[config.mk]
export PLATFORM = sky130hd
export DESIGN_NAME = board_scorer_flat
export DESIGN_NICKNAME = d
export VERILOG_FILES = /design/src/rtl/board_scorer_if.sv /design/src/rtl/board_scorer.sv /design/src/flat_wrapper.sv
export SDC_FILE = /design/constraint.sdc
export NUM_CORES = 1
export LEC_CHECK = 0
export CAP_MARGIN = 20
export CORE_UTILIZATION = 30
export DETAILED_ROUTE_END_ITERATION = 8
export DONT_BUFFER_PORTS = 1
export HOLD_SLACK_MARGIN = 0.05
export PLACE_DENSITY_LB_ADDON = 0.2
export SLEW_MARGIN = 20
export SYNTH_ARGS = -nofsm -noshare
export SYNTH_HDL_FRONTEND = slang
export SYNTH_SLANG_ARGS = --single-unit
[constraint.sdc]
create_clock -name clk -period 5.1 [get_ports clk]
set_clock_uncertainty 0.2 [all_clocks]
set_input_delay 1.02 -clock clk [delete_from_list [all_inputs] [get_ports clk]]
set_output_delay 1.02 -clock clk [all_outputs]
set_load 0.02 [all_outputs]
[src/rtl/board_scorer_if.sv]
// Avalon-MM link between one master and one slave; ADDR_W sets the address width
// (4 bits for the host register port, 32 bits for the SDRAM port).
interface board_scorer_if #(
    parameter int ADDR_W = 32
);
    logic              waitrequest;
    logic [ADDR_W-1:0] address;
    logic              read;
    logic [31:0]       readdata;
    logic              readdatavalid;
    logic              write;
    logic [31:0]       writedata;

    modport master (
        input  waitrequest, readdata, readdatavalid,
        output address, read, write, writedata
    );

    modport slave (
        output waitrequest, readdata, readdatavalid,
        input  address, read, write, writedata
    );
endinterface

[src/rtl/board_scorer.sv]
// Scans an SDRAM array of 64-byte boards, scores material per board and keeps the best one.
// Optional macro SCORE_WRITEBACK_EN adds a per-board score writeback to the dst array.
module board_scorer #(
    parameter int BOARD_BYTES = 64,
    parameter int MAX_BOARDS  = 1024
) (
    input  logic           clk,
    input  logic           rst,
    board_scorer_if.slave  slave_bus,
    board_scorer_if.master master_bus
);
    localparam int SQ_W  = $clog2(BOARD_BYTES);
    localparam int CNT_W = $clog2(MAX_BOARDS + 1);
    localparam logic [SQ_W-1:0]  LAST_SQ    = SQ_W'(BOARD_BYTES - 1);
    localparam logic [SQ_W-1:0]  SQ_ZERO    = SQ_W'(1'b0);
    localparam logic [SQ_W-1:0]  SQ_ONE     = SQ_W'(1'b1);
    localparam logic [CNT_W-1:0] CNT_ZERO   = CNT_W'(1'b0);
    localparam logic [CNT_W-1:0] CNT_ONE    = CNT_W'(1'b1);
    localparam logic [CNT_W-1:0] CNT_MAX    = CNT_W'(MAX_BOARDS);
    localparam logic [31:0]      NO_BOARD   = 32'hFFFF_FFFF;
    localparam logic [31:0]      WHITE_INIT = 32'h8000_0000;
    localparam logic [31:0]      BLACK_INIT = 32'h7FFF_FFFF;

    typedef enum logic [2:0] {
        IDLE    = 3'd0,
        RD_REQ  = 3'd1,
        RD_WAIT = 3'd2,
        ACCUM   = 3'd3,
        CMP     = 3'd4,
        NEXT    = 3'd5,
        DONE    = 3'd6
`ifdef SCORE_WRITEBACK_EN
        , WB    = 3'd7
`endif
    } state_t;

    state_t             state_r, state_nx;
    logic [31:0]        src_r;
    logic [CNT_W-1:0]   count_r;
    logic               colour_r;
    logic [CNT_W-1:0]   board_r, board_nx;
    logic [SQ_W-1:0]    sq_r, sq_nx;
    logic signed [31:0] score_r, score_nx;
    logic [7:0]         piece_r, piece_nx;
    logic [31:0]        best_idx_r, best_idx_nx;
    logic signed [31:0] best_score_r, best_score_nx;
    logic               rd_r, rd_nx;
    logic [31:0]        addr_r, addr_nx;
    logic               start_s;
    logic               better_s;
    logic [31:0]        rdata_s;
`ifdef SCORE_WRITEBACK_EN
    logic [31:0]        dst_r;
    logic               wr_r, wr_nx;
    logic [31:0]        wdata_r, wdata_nx;
`endif

    // Material value of a signed piece code; black (negative) codes score negatively.
    function automatic logic signed [31:0] piece_value(input logic [7:0] code);
        logic [7:0]         mag_s;
        logic signed [31:0] val_s;
        mag_s = code[7] ? (8'd0 - code) : code;
        if (mag_s == 8'd0)       val_s = 32'sd0;
        else if (mag_s <= 8'd8)  val_s = 32'sd1;
        else if (mag_s <= 8'd18) val_s = 32'sd5;
        else if (mag_s <= 8'd38) val_s = 32'sd3;
        else if (mag_s <= 8'd47) val_s = 32'sd9;
        else                     val_s = 32'sd0;
        return code[7] ? -val_s : val_s;
    endfunction

    // Byte offset of a square: board*BOARD_BYTES + sq is a plain concatenation.
    function automatic logic [31:0] sq_offset(input logic [CNT_W-1:0] b, input logic [SQ_W-1:0] q);
        return {{(32-CNT_W-SQ_W){1'b0}}, b, q};
    endfunction

    assign start_s  = slave_bus.write && (slave_bus.address == 4'd0) && (state_r == IDLE);
    assign better_s = colour_r ? (score_r < best_score_r) : (score_r > best_score_r);

    // Host register reads: the result register stalls the host until the scan is over.
    always_comb begin
        rdata_s = 32'd0;
        case (slave_bus.address)
            4'd0:    rdata_s = best_idx_r;
            4'd5:    rdata_s = best_score_r;
            default: rdata_s = 32'd0;
        endcase
    end

    assign slave_bus.readdata      = rdata_s;
    assign slave_bus.waitrequest   = slave_bus.read && (slave_bus.address == 4'd0) && (state_r != IDLE);
    assign slave_bus.readdatavalid = slave_bus.read && !slave_bus.waitrequest;

    // Configuration registers; only accepted while idle so a running scan stays consistent.
    always_ff @(posedge clk) begin
        if (rst) begin
            src_r    <= 32'd0;
            count_r  <= CNT_ZERO;
            colour_r <= 1'b0;
`ifdef SCORE_WRITEBACK_EN
            dst_r    <= 32'd0;
`endif
        end else if (slave_bus.write && (state_r == IDLE)) begin
            case (slave_bus.address)
                4'd1: src_r <= slave_bus.writedata;
                4'd2: count_r <= (slave_bus.writedata > 32'(MAX_BOARDS)) ? CNT_MAX
                                                                         : slave_bus.writedata[CNT_W-1:0];
`ifdef SCORE_WRITEBACK_EN
                4'd3: dst_r <= slave_bus.writedata;
`endif
                4'd4: colour_r <= slave_bus.writedata[0];
                default: ;
            endcase
        end else begin
            src_r <= src_r;
        end
    end

    // Scan FSM next-state and datapath; bus strobes are computed one cycle ahead and registered.
    always_comb begin
        state_nx      = state_r;
        board_nx      = board_r;
        sq_nx         = sq_r;
        score_nx      = score_r;
        piece_nx      = piece_r;
        best_idx_nx   = best_idx_r;
        best_score_nx = best_score_r;
        rd_nx         = 1'b0;
        addr_nx       = addr_r;
`ifdef SCORE_WRITEBACK_EN
        wr_nx         = 1'b0;
        wdata_nx      = wdata_r;
`endif
        case (state_r)
            IDLE: begin
                if (start_s) begin
                    best_idx_nx   = NO_BOARD;
                    best_score_nx = colour_r ? BLACK_INIT : WHITE_INIT;
                    board_nx      = CNT_ZERO;
                    sq_nx         = SQ_ZERO;
                    score_nx      = 32'sd0;
                    if (count_r == CNT_ZERO) begin
                        state_nx = DONE;
                    end else begin
                        state_nx = RD_REQ;
                        rd_nx    = 1'b1;
                        addr_nx  = src_r;
                    end
                end else begin
                    state_nx = IDLE;
                end
            end
            RD_REQ: begin
                if (master_bus.waitrequest) begin
                    rd_nx = 1'b1;
                end else begin
                    state_nx = RD_WAIT;
                end
            end
            RD_WAIT: begin
                if (master_bus.readdatavalid) begin
                    piece_nx = master_bus.readdata[7:0];
                    state_nx = ACCUM;
                end else begin
                    state_nx = RD_WAIT;
                end
            end
            ACCUM: begin
                score_nx = score_r + piece_value(piece_r);
                if (sq_r == LAST_SQ) begin
                    state_nx = CMP;
                end else begin
                    sq_nx    = sq_r + SQ_ONE;
                    state_nx = RD_REQ;
                    rd_nx    = 1'b1;
                    addr_nx  = src_r + sq_offset(board_r, sq_r + SQ_ONE);
                end
            end
            CMP: begin
                if (better_s) begin
                    best_idx_nx   = {{(32-CNT_W){1'b0}}, board_r};
                    best_score_nx = score_r;
                end else begin
                    best_idx_nx   = best_idx_r;
                end
`ifdef SCORE_WRITEBACK_EN
                state_nx = WB;
                wr_nx    = 1'b1;
                addr_nx  = dst_r + {{(30-CNT_W){1'b0}}, board_r, 2'b00};
                wdata_nx = score_r;
`else
                state_nx = NEXT;
`endif
            end
`ifdef SCORE_WRITEBACK_EN
            WB: begin
                if (master_bus.waitrequest) begin
                    wr_nx = 1'b1;
                end else begin
                    state_nx = NEXT;
                end
            end
`endif
            NEXT: begin
                if ((board_r + CNT_ONE) >= count_r) begin
                    state_nx = DONE;
                end else begin
                    board_nx = board_r + CNT_ONE;
                    sq_nx    = SQ_ZERO;
                    score_nx = 32'sd0;
                    state_nx = RD_REQ;
                    rd_nx    = 1'b1;
                    addr_nx  = src_r + sq_offset(board_r + CNT_ONE, SQ_ZERO);
                end
            end
            DONE:    state_nx = IDLE;
            default: state_nx = IDLE;
        endcase
    end

    // Scan state and registered master-bus outputs; reset aborts any scan in flight.
    always_ff @(posedge clk) begin
        if (rst) begin
            state_r      <= IDLE;
            board_r      <= CNT_ZERO;
            sq_r         <= SQ_ZERO;
            score_r      <= 32'sd0;
            piece_r      <= 8'd0;
            best_idx_r   <= NO_BOARD;
            best_score_r <= WHITE_INIT;
            rd_r         <= 1'b0;
            addr_r       <= 32'd0;
`ifdef SCORE_WRITEBACK_EN
            wr_r         <= 1'b0;
            wdata_r      <= 32'd0;
`endif
        end else begin
            state_r      <= state_nx;
            board_r      <= board_nx;
            sq_r         <= sq_nx;
            score_r      <= score_nx;
            piece_r      <= piece_nx;
            best_idx_r   <= best_idx_nx;
            best_score_r <= best_score_nx;
            rd_r         <= rd_nx;
            addr_r       <= addr_nx;
`ifdef SCORE_WRITEBACK_EN
            wr_r         <= wr_nx;
            wdata_r      <= wdata_nx;
`endif
        end
    end

    assign master_bus.read    = rd_r;
    assign master_bus.address = addr_r;
`ifdef SCORE_WRITEBACK_EN
    assign master_bus.write     = wr_r;
    assign master_bus.writedata = wdata_r;
`else
    assign master_bus.write     = 1'b0;
    assign master_bus.writedata = 32'd0;
`endif
endmodule

[src/flat_wrapper.sv]
// flat-port wrapper written by rule: the top's interface ports become plain ports
module board_scorer_flat 
#(
    parameter int BOARD_BYTES = 64,
    parameter int MAX_BOARDS  = 1024
)
  (clk, rst, slave_bus_waitrequest, slave_bus_readdata, slave_bus_readdatavalid, slave_bus_address, slave_bus_read, slave_bus_write, slave_bus_writedata, master_bus_waitrequest, master_bus_readdata, master_bus_readdatavalid, master_bus_address, master_bus_read, master_bus_write, master_bus_writedata);
  board_scorer_if #(.ADDR_W(4)) slave_bus_i ();
  board_scorer_if #(.ADDR_W(32)) master_bus_i ();
  input  logic clk;
  input  logic rst;
  output wire logic [$bits(slave_bus_i.waitrequest)-1:0] slave_bus_waitrequest;
  output wire logic [$bits(slave_bus_i.readdata)-1:0] slave_bus_readdata;
  output wire logic [$bits(slave_bus_i.readdatavalid)-1:0] slave_bus_readdatavalid;
  input wire logic [$bits(slave_bus_i.address)-1:0] slave_bus_address;
  input wire logic [$bits(slave_bus_i.read)-1:0] slave_bus_read;
  input wire logic [$bits(slave_bus_i.write)-1:0] slave_bus_write;
  input wire logic [$bits(slave_bus_i.writedata)-1:0] slave_bus_writedata;
  input wire logic [$bits(master_bus_i.waitrequest)-1:0] master_bus_waitrequest;
  input wire logic [$bits(master_bus_i.readdata)-1:0] master_bus_readdata;
  input wire logic [$bits(master_bus_i.readdatavalid)-1:0] master_bus_readdatavalid;
  output wire logic [$bits(master_bus_i.address)-1:0] master_bus_address;
  output wire logic [$bits(master_bus_i.read)-1:0] master_bus_read;
  output wire logic [$bits(master_bus_i.write)-1:0] master_bus_write;
  output wire logic [$bits(master_bus_i.writedata)-1:0] master_bus_writedata;
  assign slave_bus_waitrequest = slave_bus_i.waitrequest;
  assign slave_bus_readdata = slave_bus_i.readdata;
  assign slave_bus_readdatavalid = slave_bus_i.readdatavalid;
  assign slave_bus_i.address = slave_bus_address;
  assign slave_bus_i.read = slave_bus_read;
  assign slave_bus_i.write = slave_bus_write;
  assign slave_bus_i.writedata = slave_bus_writedata;
  assign master_bus_i.waitrequest = master_bus_waitrequest;
  assign master_bus_i.readdata = master_bus_readdata;
  assign master_bus_i.readdatavalid = master_bus_readdatavalid;
  assign master_bus_address = master_bus_i.address;
  assign master_bus_read = master_bus_i.read;
  assign master_bus_write = master_bus_i.write;
  assign master_bus_writedata = master_bus_i.writedata;
  board_scorer #(.BOARD_BYTES(BOARD_BYTES), .MAX_BOARDS(MAX_BOARDS)) u_core (.clk(clk), .rst(rst), .slave_bus(slave_bus_i), .master_bus(master_bus_i));
endmodule
==> summary.txt, run 1 <==
Job
  • Max Cap Viol: 0

Finish
  • Layout cell share with drive strength beyond 1: 6.84%
  • Register area: 3620 sq um
  • Multi-input gate area: 8140 sq um
  • Fillers: 4,361
  • Final nets: 1,771
  • Area grow syn2layout: 9.63%

Routing
  • Wire per inst: 17.7 um
  • Initial drt markers: 689
  • Routed WL: 37,700 um
  • Final ANT Viol Nets: 0
  • Routed vias/inst: 5.32
  • Via Count: 11,300
  • DRC Markers: 0
  • TritonRoute pass-1 iters: 5

Status
  • Outcome: finished clean

Floorplanning
  • Core Box Area: 40,900 sq um
  • Die width: 206 um
  • Full die area: 42,400 sq um
  • Initial Util: 30.5%
  • Die height: 206 um
  • Ports: 174
  • Row count: 74

STA
  • Worst slew pin tran: 866 ps
  • Max-slew violations: 0
  • Fin crit share: 95.0%
  • Min Clock Period, post-route: 4850 ps
  • Highest Clock Rate: 206 MHz
  • Final worst slack: 254 ps
  • Final hold viol count: 0
  • Final setup fails: 0
  • Worst slew margin: 42.3%

Synthesis
  • Async set or reset register ratio after synthesis: 0%
  • Syn Area/Cell: 7.75 sq um
  • Yosys top cell by area: dfxtp_1
  • Sequential fraction of the synthesis area: 29.1%
  • Syn Inst Count: 1,608
  • Top cells by count, synth: 219 x nand2_1, 181 x dfxtp_1, 159 x nor2_1, 154 x a21oi_1, 110 x ha_1
  • Flops & latches, synth: 181
  • Synth top area share: 29.1%
  • Most area-consuming cells after synthesis: dfxtp_1 29%, ha_1 11%, nand2_1 6.6%, a21oi_1 6.2%, nor2_1 4.8%
  • Synth warn: 0
  • Synth unique cells: 79
  • Mapped Area: 12,500 sq um
  • Ys flop type: dfxtp_1
  • EDFF count, synth: 0
  • Most common cell in the netlist: nand2_1

Clock network
  • TritonCTS clock tree: done
  • Worst-path clk slew: 70 ps
  • Clk root buf: clkbuf_16
  • Hold_buf cts: 0
  • Max Root-Sink Buffers: 2
  • CTS buffer count: 17
  • Clk Latency, worst-skew pair: 470 ps
  • Clk sinks: 181
  • H-tree levels: 4

Worst setup path
  • Crit path max fanout: 7
  • Critical Path Sink: u_core.score_r[31]
  • Crit path launch: u_core.piece_r[0]
  • CP required: 5260 ps
  • R2R depth: 19
  • Crit end category: flop
  • Worst Setup Start Kind: flop
  • Worst r2r src: u_core.piece_r[0]
  • R2R setup slack: 250 ps
  • CP Data Arrival Time: 5000 ps
  • R2R Path End: u_core.score_r[31]
  • Worst Setup Path Type: reg -> reg

Min path
  • Class of the most critical hold timing path: reg -> reg

Global route
  • Largest net degree at the start of global routing: 136
  • Initial antenna violation count: 1
  • Total congestion overflow: 0
  • Number of global-route vias before repair: 10,400
  • GRT Total Usage: 17.9%
  • Global-route wire length before repair: 58,700 um

Power and ir drop
  • Pwr dens: 229 nW/um^2
  • P_leak: 5.62 nW
  • Max IR drop VDD: 0.000231 V
  • Total Power: 3.13 mW

Placement
  • Gp weighted congestion: 0.837
  • Post-detail-place hpwl: 28,000 um
  • PortBufs: 0
  • Setup WS pre-CTS: 150 ps
-- placed cells by master (no fill, tap or decap), types with 11 or more instances in the layout --
cell       instances
a21oi_1          149
nand3b_1          12
nor2_1           158
conb_1            33
nand3_1           36
a22oi_1           25
nor3_1            21
ha_1             110
nor2b_1           11
nand4_1           13
a311oi_1          34
clkbuf_16         17
o21a_1            13
xnor2_1           44
inv_1             81
xor2_1            26
o21bai_1          11
a31oi_1           18
dfxtp_1          181
a21o_1            29
nand2_1          219
nor4_1            13
o21ai_0           70
mux2i_1           25
a22o_1            26
and3_1            22
buf_4             40
-- power by group --
| part | switching, mW | total, mW | internal, mW |
|---|---|---|---|
| Combinational | 0.157 | 0.240 | 0.0825 |
| Clock | 0.615 | 1.43 | 0.814 |
| Sequential | 0.0281 | 1.46 | 1.43 |
| Total | 0.800 | 3.13 | 2.33 |
-- worst min-delay path by stage --
stage                           from                     to  slack, ps  cells past startpoint
6_report            u_core.src_r[31]       u_core.src_r[31]        260                      2
2_1_floorplan  u_core.best_idx_r[30]  u_core.best_idx_r[30]        220                      2
4_1_cts        u_core.best_idx_r[30]  u_core.best_idx_r[30]        260                      2
5_1_grt        u_core.best_idx_r[30]  u_core.best_idx_r[30]        280                      2
3_5_place_dp   u_core.best_idx_r[30]  u_core.best_idx_r[30]        250                      2
3_3_place_gp        u_core.src_r[31]       u_core.src_r[31]        250                      2
-- timing repair --
| item | CTS | global route |
|---|---|---|
| buffers inserted | 0 | 0 |
| setup endpoints to repair | 0 | 10 |
| resized for setup | 0 | 11 |
-- sequential cells by signal, indices dropped and copies added, names as in the netlist --
| name | count |
|---|---|
| u_core.best_idx_r | 12 |
| u_core.count_r | 11 |
| u_core.sq_r | 6 |
| u_core.score_r | 32 |
| u_core.state_r | 3 |
| u_core.board_r | 11 |
| u_core.src_r | 32 |
| u_core.master_bus.read | 1 |
| u_core.master_bus.address | 32 |
| u_core.colour_r | 1 |
| u_core.best_score_r | 32 |
| u_core.piece_r | 8 |
-- final cells by class --
class	instances	share of cell area (%)
well taps	532	4.87
clock buffers	17	3.11
clock inverters	12	1.33
inverters	82	2.25
flip-flops and latches	181	26.5
repair buffers	41	2.34
diodes	1	0.0183
multi-input cells	1261	59.6
-- per-layer routing --
metal | track usage [%] | part of all wire (%)
met5 | 0 | 0
met4 | 4.94 | 1.6
met2 | 28.5 | 45
met1 | 23.9 | 47
met3 | 4.42 | 5.8
-- logic make-up after synthesis --
family,share of synthesized area [%]
xor gates and xnor gates,4.92
muxes,2.28
DFF,29.1
adders and majority gates,11.5
buffers and inverters,7.23
and+or+nand+nor,20.1
other,0.0301
AOI/OAI and AO/OA,24.8
-- through the flow --
step	std cells	TNS [ps]	instance area [sq um]	hold WS, ps	util [%]
finish	2127	0	13700	262	33.4
global route	2127	-30.8	13700	276	33.4
CTS	2126	0	13600	260	33.3
detailed placement	2097	0	13000	250	31.8
global placement	2097	0	13000	251	31.8
floorplan	1640	0	12600	223	-
-- critical path: stages, from the launching register on --
cell	delay, ps
dfxtp_1	320
or3_1	400
nor3_2	180
a31oi_1	120
o22ai_1	220
buf_4	170
mux2_2	350
ha_1	210
a31oi_2	120
buf_4	200
ha_1	320
a21oi_2	200
o21ai_0	140
a31o_2	300
a2111oi_4	350
a211oi_2	120
a2111oi_2	350
xor2_1	260
nand3b_1	140
o21ai_0	70
(Power assumes the default switching activity.)
==> run 2: changes to the inputs <==
- clock period: 5.1 -> 4.5 ns (I/O delays scaled with it)
==> run 2 against run 1 <==
The flow now finishes with violations (setup timing). Sequential cell count unchanged. Sequential share of layout area shrank 2.4 points. Via count grew 4.2%. Sequential power rose by 14%. Worst setup slack got worse by 440 ps. Hold slack got worse by 19 ps. Critical path type unchanged.
==> summary.txt, run 2 (synthesis gave the netlist of run 1 again) <==
Status
  • Outcome: complete, but fails checks
  • Failing checks: setup timing

Finish
  • Fin util: 36.7%
  • Fillers: 4,310
  • Commonest non-fill, non-tap cell in the layout: nand2_1
  • Layout cell share with drive strength beyond 1: 16.9%
  • Area grow syn2layout: 20.6%
  • # diodes: 0
  • Final nets: 1,886
  • Most frequent cells in the layout: 216 x nand2_1, 179 x dfxtp_1, 151 x nor2_1
  • Final cell count without fillers: 2,244

Floorplanning
  • Ports: 174
  • Die width: 206 um
  • Initial Util: 30.5%
  • Die height: 206 um
  • Row count: 74
  • Full die area: 42,400 sq um
  • Core Box Area: 40,900 sq um

Worst setup path
  • Crit-path slowest cell: or4_4
  • R2R setup slack: -190 ps
  • CP Data Arrival Time: 4840 ps
  • R2R depth: 22
  • R2R Path End: u_core.score_r[30]
  • Crit path max fanout: 4
  • Crit-path cells: inv_1 -> ha_1 -> nand2_1 -> o21ai_0 -> nor3b_2 -> nor2_1 -> or3_4 -> and2_4 -> inv_2 -> ha_4 -> a31oi_4 -> clkbuf_16 -> ha_4 -> a21o_1 -> a21o_1 -> o32ai_4 -> nor4_2 -> or4_4 -> a221oi_4 -> a21oi_2 -> xor2_1 -> a22o_1
  • Crit path launch: u_core.piece_r[1]
  • Worst r2r src: u_core.piece_r[1]
  • CP required: 4650 ps
  • Critical Path Sink: u_core.score_r[30]
  • Crit end category: flop
  • Worst Setup Start Kind: flop
  • Worst Setup Path Type: reg -> reg
  • Max stage delay on crit path: 570 ps

Power and ir drop
  • Seq pwr share: 45.6%
  • Clk pwr share: 45.7%
  • Switch Pwr: 0.944 mW
  • Max IR drop VDD: 0.000222 V
  • Total Power: 3.63 mW
  • Logic gate share of total power: 8.7%
  • Pwr dens: 242 nW/um^2
  • P_leak: 6.28 nW
  • P_int: 2.69 mW
  • Sw Ratio: 26.0%

Clock network
  • H-tree levels: 4
  • Clk sinks: 181
  • Max Root-Sink Buffers: 2
  • Worst-path clk slew: 70 ps
  • Hold_buf cts: 0
  • Clk Latency, worst-skew pair: 460 ps
  • CTS buffer count: 17
  • TritonCTS clock tree: done
  • Clk root buf: clkbuf_16

Global route
  • Total congestion overflow: 0
  • Largest net degree at the start of global routing: 136
  • Initial antenna violation count: 0
  • GRT Total Usage: 18.9%
  • Global-route wire length before repair: 61,900 um
  • Number of global-route vias before repair: 11,100

Routing
  • Routed WL: 40,000 um
  • DRC Markers: 0
  • Initial drt markers: 741
  • Final ANT Viol Nets: 0
  • TritonRoute pass-1 iters: 5
  • Wire per inst: 17.8 um
  • Via Count: 11,800
  • Routed vias/inst: 5.25

STA
  • Min Clock Period, post-route: 4690 ps
  • Final Hold Slack: 243 ps
  • Final worst slack: -190 ps
  • RSZ-0062 raised after global routing: true
  • Highest Clock Rate: 213 MHz
  • Worst slew margin: 44.5%
  • Max-slew violations: 0
  • Fin crit share: 104%
  • Worst slew pin tran: 831 ps
  • Final hold viol count: 0
  • Final setup fails: 7

Placement
  • Post-detail-place hpwl: 29,400 um
  • PortBufs: 0
  • Gp weighted congestion: 0.851
  • Placed Cells: 2,193

Job
  • Max Cap Viol: 0

Min path
  • Class of the most critical hold timing path: reg -> reg
[run 2: cell count changes in the layout (fill, tap and decap cells not counted), moves of 8 or more]
cell     change
buf_4      +101
a21oi_2     +13
buf_6       +11
o21ai_0      -8
ha_1        -10
a21oi_1     -15
ha_4         +9
[run 2: how the worst min path moves through the flow]
stage                           from                     to  slack [ps]  depth (start not counted)
3_3_place_gp   u_core.best_idx_r[30]  u_core.best_idx_r[30]         230                          2
2_1_floorplan  u_core.best_idx_r[30]  u_core.best_idx_r[30]         220                          2
6_report       u_core.best_idx_r[30]  u_core.best_idx_r[30]         240                          2
3_5_place_dp   u_core.best_idx_r[30]  u_core.best_idx_r[30]         240                          2
5_1_grt        u_core.best_idx_r[30]  u_core.best_idx_r[30]         270                          2
4_1_cts        u_core.best_idx_r[30]  u_core.best_idx_r[30]         250                          2
[run 2: power by group through the flow]
| stage | clock [mW] | combinational (mW) | sequential, mW |
|---|---|---|---|
| 5_1_grt | 1.77 | 0.353 | 1.66 |
| 3_3_place_gp | 0 | 0.296 | 1.69 |
| 3_5_place_dp | 0 | 0.299 | 1.69 |
| 6_report | 1.66 | 0.317 | 1.66 |
| 2_1_floorplan | 0 | 0.263 | 1.68 |
| 4_1_cts | 1.72 | 0.312 | 1.66 |
[run 2: critical path: cells and delay by family (launching register included)]
| kind | cells | cell delay (ps) |
|---|---|---|
| fa+ha+maj | 3 | 560 |
| buf+inv | 3 | 350 |
| simple gates | 7 | 1520 |
| xor+xnor | 1 | 140 |
| compound gates | 8 | 1460 |
| flops | 1 | 360 |
[run 2: cell type report]
type	instances	area (sq um)	share of cell area [%]
inverter	82	308	2.05
clock inverter	13	195	1.30
multi-input combinational	1261	8540	56.8
tap	532	666	4.43
sequential	181	3630	24.1
timing repair buffer	156	1260	8.40
clock buffer	19	433	2.88
[run 2: timing repair]
action | 4_1_cts | 5_1_grt
setup endpoints to repair | 18 | 26
gates cloned | 1 | 0
resized for setup | 30 | 62
pin swaps | 26 | 18
buffers inserted | 8 | 11
[run 2: through the flow]
step,setup WS (ps),setup TNS (ps),cell area [sq um]
after floorplan,-114,-229,12700
after global placement,-322,-2590,13900
after detailed placement,-339,-2870,13900
after CTS,-211,-834,14700
after global routing,-422,-4130,15000
final,-190,-740,15000
[run 2: routing by layer]
metal | global-route usage [%] | share of wire (%) | routed length (um) | up-vias
met5 | 0 | 0 | 0 | -
met4 | 5.28 | 1.8 | 722 | 0
met3 | 4.42 | 6.0 | 2400 | 36
met2 | 30.5 | 45 | 18000 | 281
met1 | 25.1 | 47 | 18800 | 5594
li1 | - | - | - | 5874
==> run 3: changes to the inputs <==
- clock period: 4.5 -> 3.9 ns (I/O delays scaled with it)
==> run 3 against run 2 <==
The run still ends with setup timing left. Sequential power up 15%. Total power up 14%. Count of clock-buffer cells in the layout down 1. Highest routed layer unchanged.
==> summary.txt, run 3 (synthesis gave the netlist of run 1 again) <==
Status
  • Outcome: complete, but fails checks
  • Failing checks: setup timing

Finish
  • Final Cell Area: 16,300 sq um
  • Fillers: 4,205
  • Most frequent cells in the layout: 232 x buf_4, 215 x nand2_1, 175 x dfxtp_1
  • Area grow syn2layout: 31.2%
  • Commonest non-fill, non-tap cell in the layout: buf_4
  • Layout cell share with drive strength beyond 1: 25.8%
  • Final nets: 1,995

Min path
  • WHS Endpoint: u_core.src_r[25]
  • Hold path depth: 1
  • Hold path start: rst
  • Class of the most critical hold timing path: in -> reg

Routing
  • Wire per inst: 17.8 um
  • Routed WL: 41,900 um
  • Initial drt markers: 749
  • Final ANT Viol Nets: 0
  • Routed vias/inst: 5.20
  • Via Count: 12,200
  • TritonRoute pass-1 iters: 5
  • DRC Markers: 0

Floorplanning
  • Core Box Area: 40,900 sq um
  • Die width: 206 um
  • Die height: 206 um
  • Ports: 174
  • Initial Util: 30.5%
  • Row count: 74
  • Full die area: 42,400 sq um

Worst setup path
  • CP required: 4070 ps
  • Crit end category: flop
  • Buf/Inv on CP: 2
  • Max stage delay on crit path: 400 ps
  • Crit-path slowest cell: or3_4
  • Crit path max fanout: 6
  • Worst Setup Path Type: reg -> reg
  • Most common cell on crit path: a21o_1
  • Crit-path cells: or3_4 -> nor3_4 -> a31oi_2 -> o22ai_2 -> buf_6 -> mux2_4 -> ha_4 -> a31oi_4 -> buf_6 -> ha_1 -> a21o_1 -> a21o_1 -> a21o_1 -> a2111oi_4 -> a211oi_1 -> a2111oi_2 -> xor2_1 -> nand3b_1 -> o21ai_0
  • CP delay by family, top: compound AO/OA/AOI/OAI gates
  • CP Data Arrival Time: 4710 ps
  • R2R setup slack: -640 ps
  • R2R depth: 19
  • Worst Setup Start Kind: flop
  • Worst r2r src: u_core.piece_r[1]
  • R2R Path End: u_core.score_r[31]

Global route
  • GRT Total Usage: 19.7%
  • Largest net degree at the start of global routing: 136
  • Number of global-route vias before repair: 11,500
  • Total congestion overflow: 0
  • Initial antenna violation count: 1
  • Global-route wire length before repair: 64,000 um

STA
  • Worst slew pin tran: 1180 ps
  • Final TNS setup: -10,120 ps
  • Final worst slack: -642 ps
  • Worst slew margin: 21.1%
  • RSZ-0062 raised after global routing: true
  • Min Clock Period, post-route: 4540 ps
  • Fin crit share: 116%
  • Final hold viol count: 0
  • Final setup fails: 26
  • Highest Clock Rate: 220 MHz
  • Max-slew violations: 0

Clock network
  • Clk Latency, worst-skew pair: 490 ps
  • CTS buffer count: 17
  • Clk root buf: clkbuf_16
  • TritonCTS clock tree: done
  • Clk sinks: 181
  • Worst-path clk slew: 70 ps
  • H-tree levels: 4
  • Max Root-Sink Buffers: 2

Placement
  • Placed Area: 14,600 sq um
  • PortBufs: 0
  • Post-detail-place hpwl: 30,800 um
  • Gp weighted congestion: 0.883

Power and ir drop
  • Pwr dens: 252 nW/um^2
  • P_leak: 6.95 nW
  • Max IR drop VDD: 0.000316 V

Job
  • Max Cap Viol: 0
-- run 3: changes by cell type in the layout (fill, tap and decap cells not counted), moves of 9 or more --
cell	delta
o21ai_0	-20
o21ai_2	+21
buf_4	+91
nor2_1	-9
buf_6	+11
-- run 3: repair_timing --
action,in CTS,in global routing
pin swaps,29,49
setup buffers,28,16
cloned,0,5
hold buffers,0,0
hold endpoints to repair,0,0
resized for setup,64,132
setup endpoints to repair,61,71
-- run 3: worst max path at each step --
stage	from	end	slack [ps]	cells past startpoint
3_5_place_dp	u_core.piece_r[1]	u_core.score_r[19]	-850	24
5_1_grt	u_core.piece_r[1]	u_core.score_r[31]	-890	19
6_report	u_core.piece_r[1]	u_core.score_r[31]	-640	19
2_1_floorplan	u_core.piece_r[1]	u_core.score_r[30]	-700	19
4_1_cts	u_core.piece_r[1]	u_core.score_r[31]	-620	19
3_3_place_gp	u_core.piece_r[1]	u_core.score_r[30]	-830	19
-- run 3: area by class of cell --
| type | count | area, sq um | share of cell area [%] |
|---|---|---|---|
| Inverter | 82 | 310 | 1.90 |
| Timing Repair Buffer | 265 | 2220 | 13.6 |
| Clock buffer | 18 | 429 | 2.62 |
| Clock inverter | 13 | 148 | 0.903 |
| Sequential cell | 181 | 3630 | 22.2 |
| Antenna cell | 2 | 5.00 | 0.0306 |
| Tap cell | 532 | 666 | 4.07 |
| Multi-Input combinational cell | 1261 | 8940 | 54.7 |
-- run 3: through the flow --
stage / power (mW) / hold WS, ps / setup WS, ps / util [%] / cells
final: 4.13 / 154 / -642 / 40.0 / 2354
after global routing: 4.29 / 126 / -889 / 40.0 / 2354
after CTS: 4.15 / 125 / -621 / 38.2 / 2332
after detailed placement: 2.32 / 235 / -850 / 35.6 / 2274
after global placement: 2.32 / 240 / -828 / 35.6 / 2274
after floorplan: 2.25 / 223 / -695 / - / 1640
-- run 3: layer usage --
metal  GRT usage, %  share of wire [%]
met4           7.88                2.6
met5              0                  0
met2           31.9                 46
met1           25.2                 46
met3           4.58                4.8
-- run 3: report_power, final --
group / switching, mW / internal (mW)
registers: 0.0367 / 1.88
logic: 0.242 / 0.175
clock network: 0.848 / 0.948
total: 1.13 / 3.00
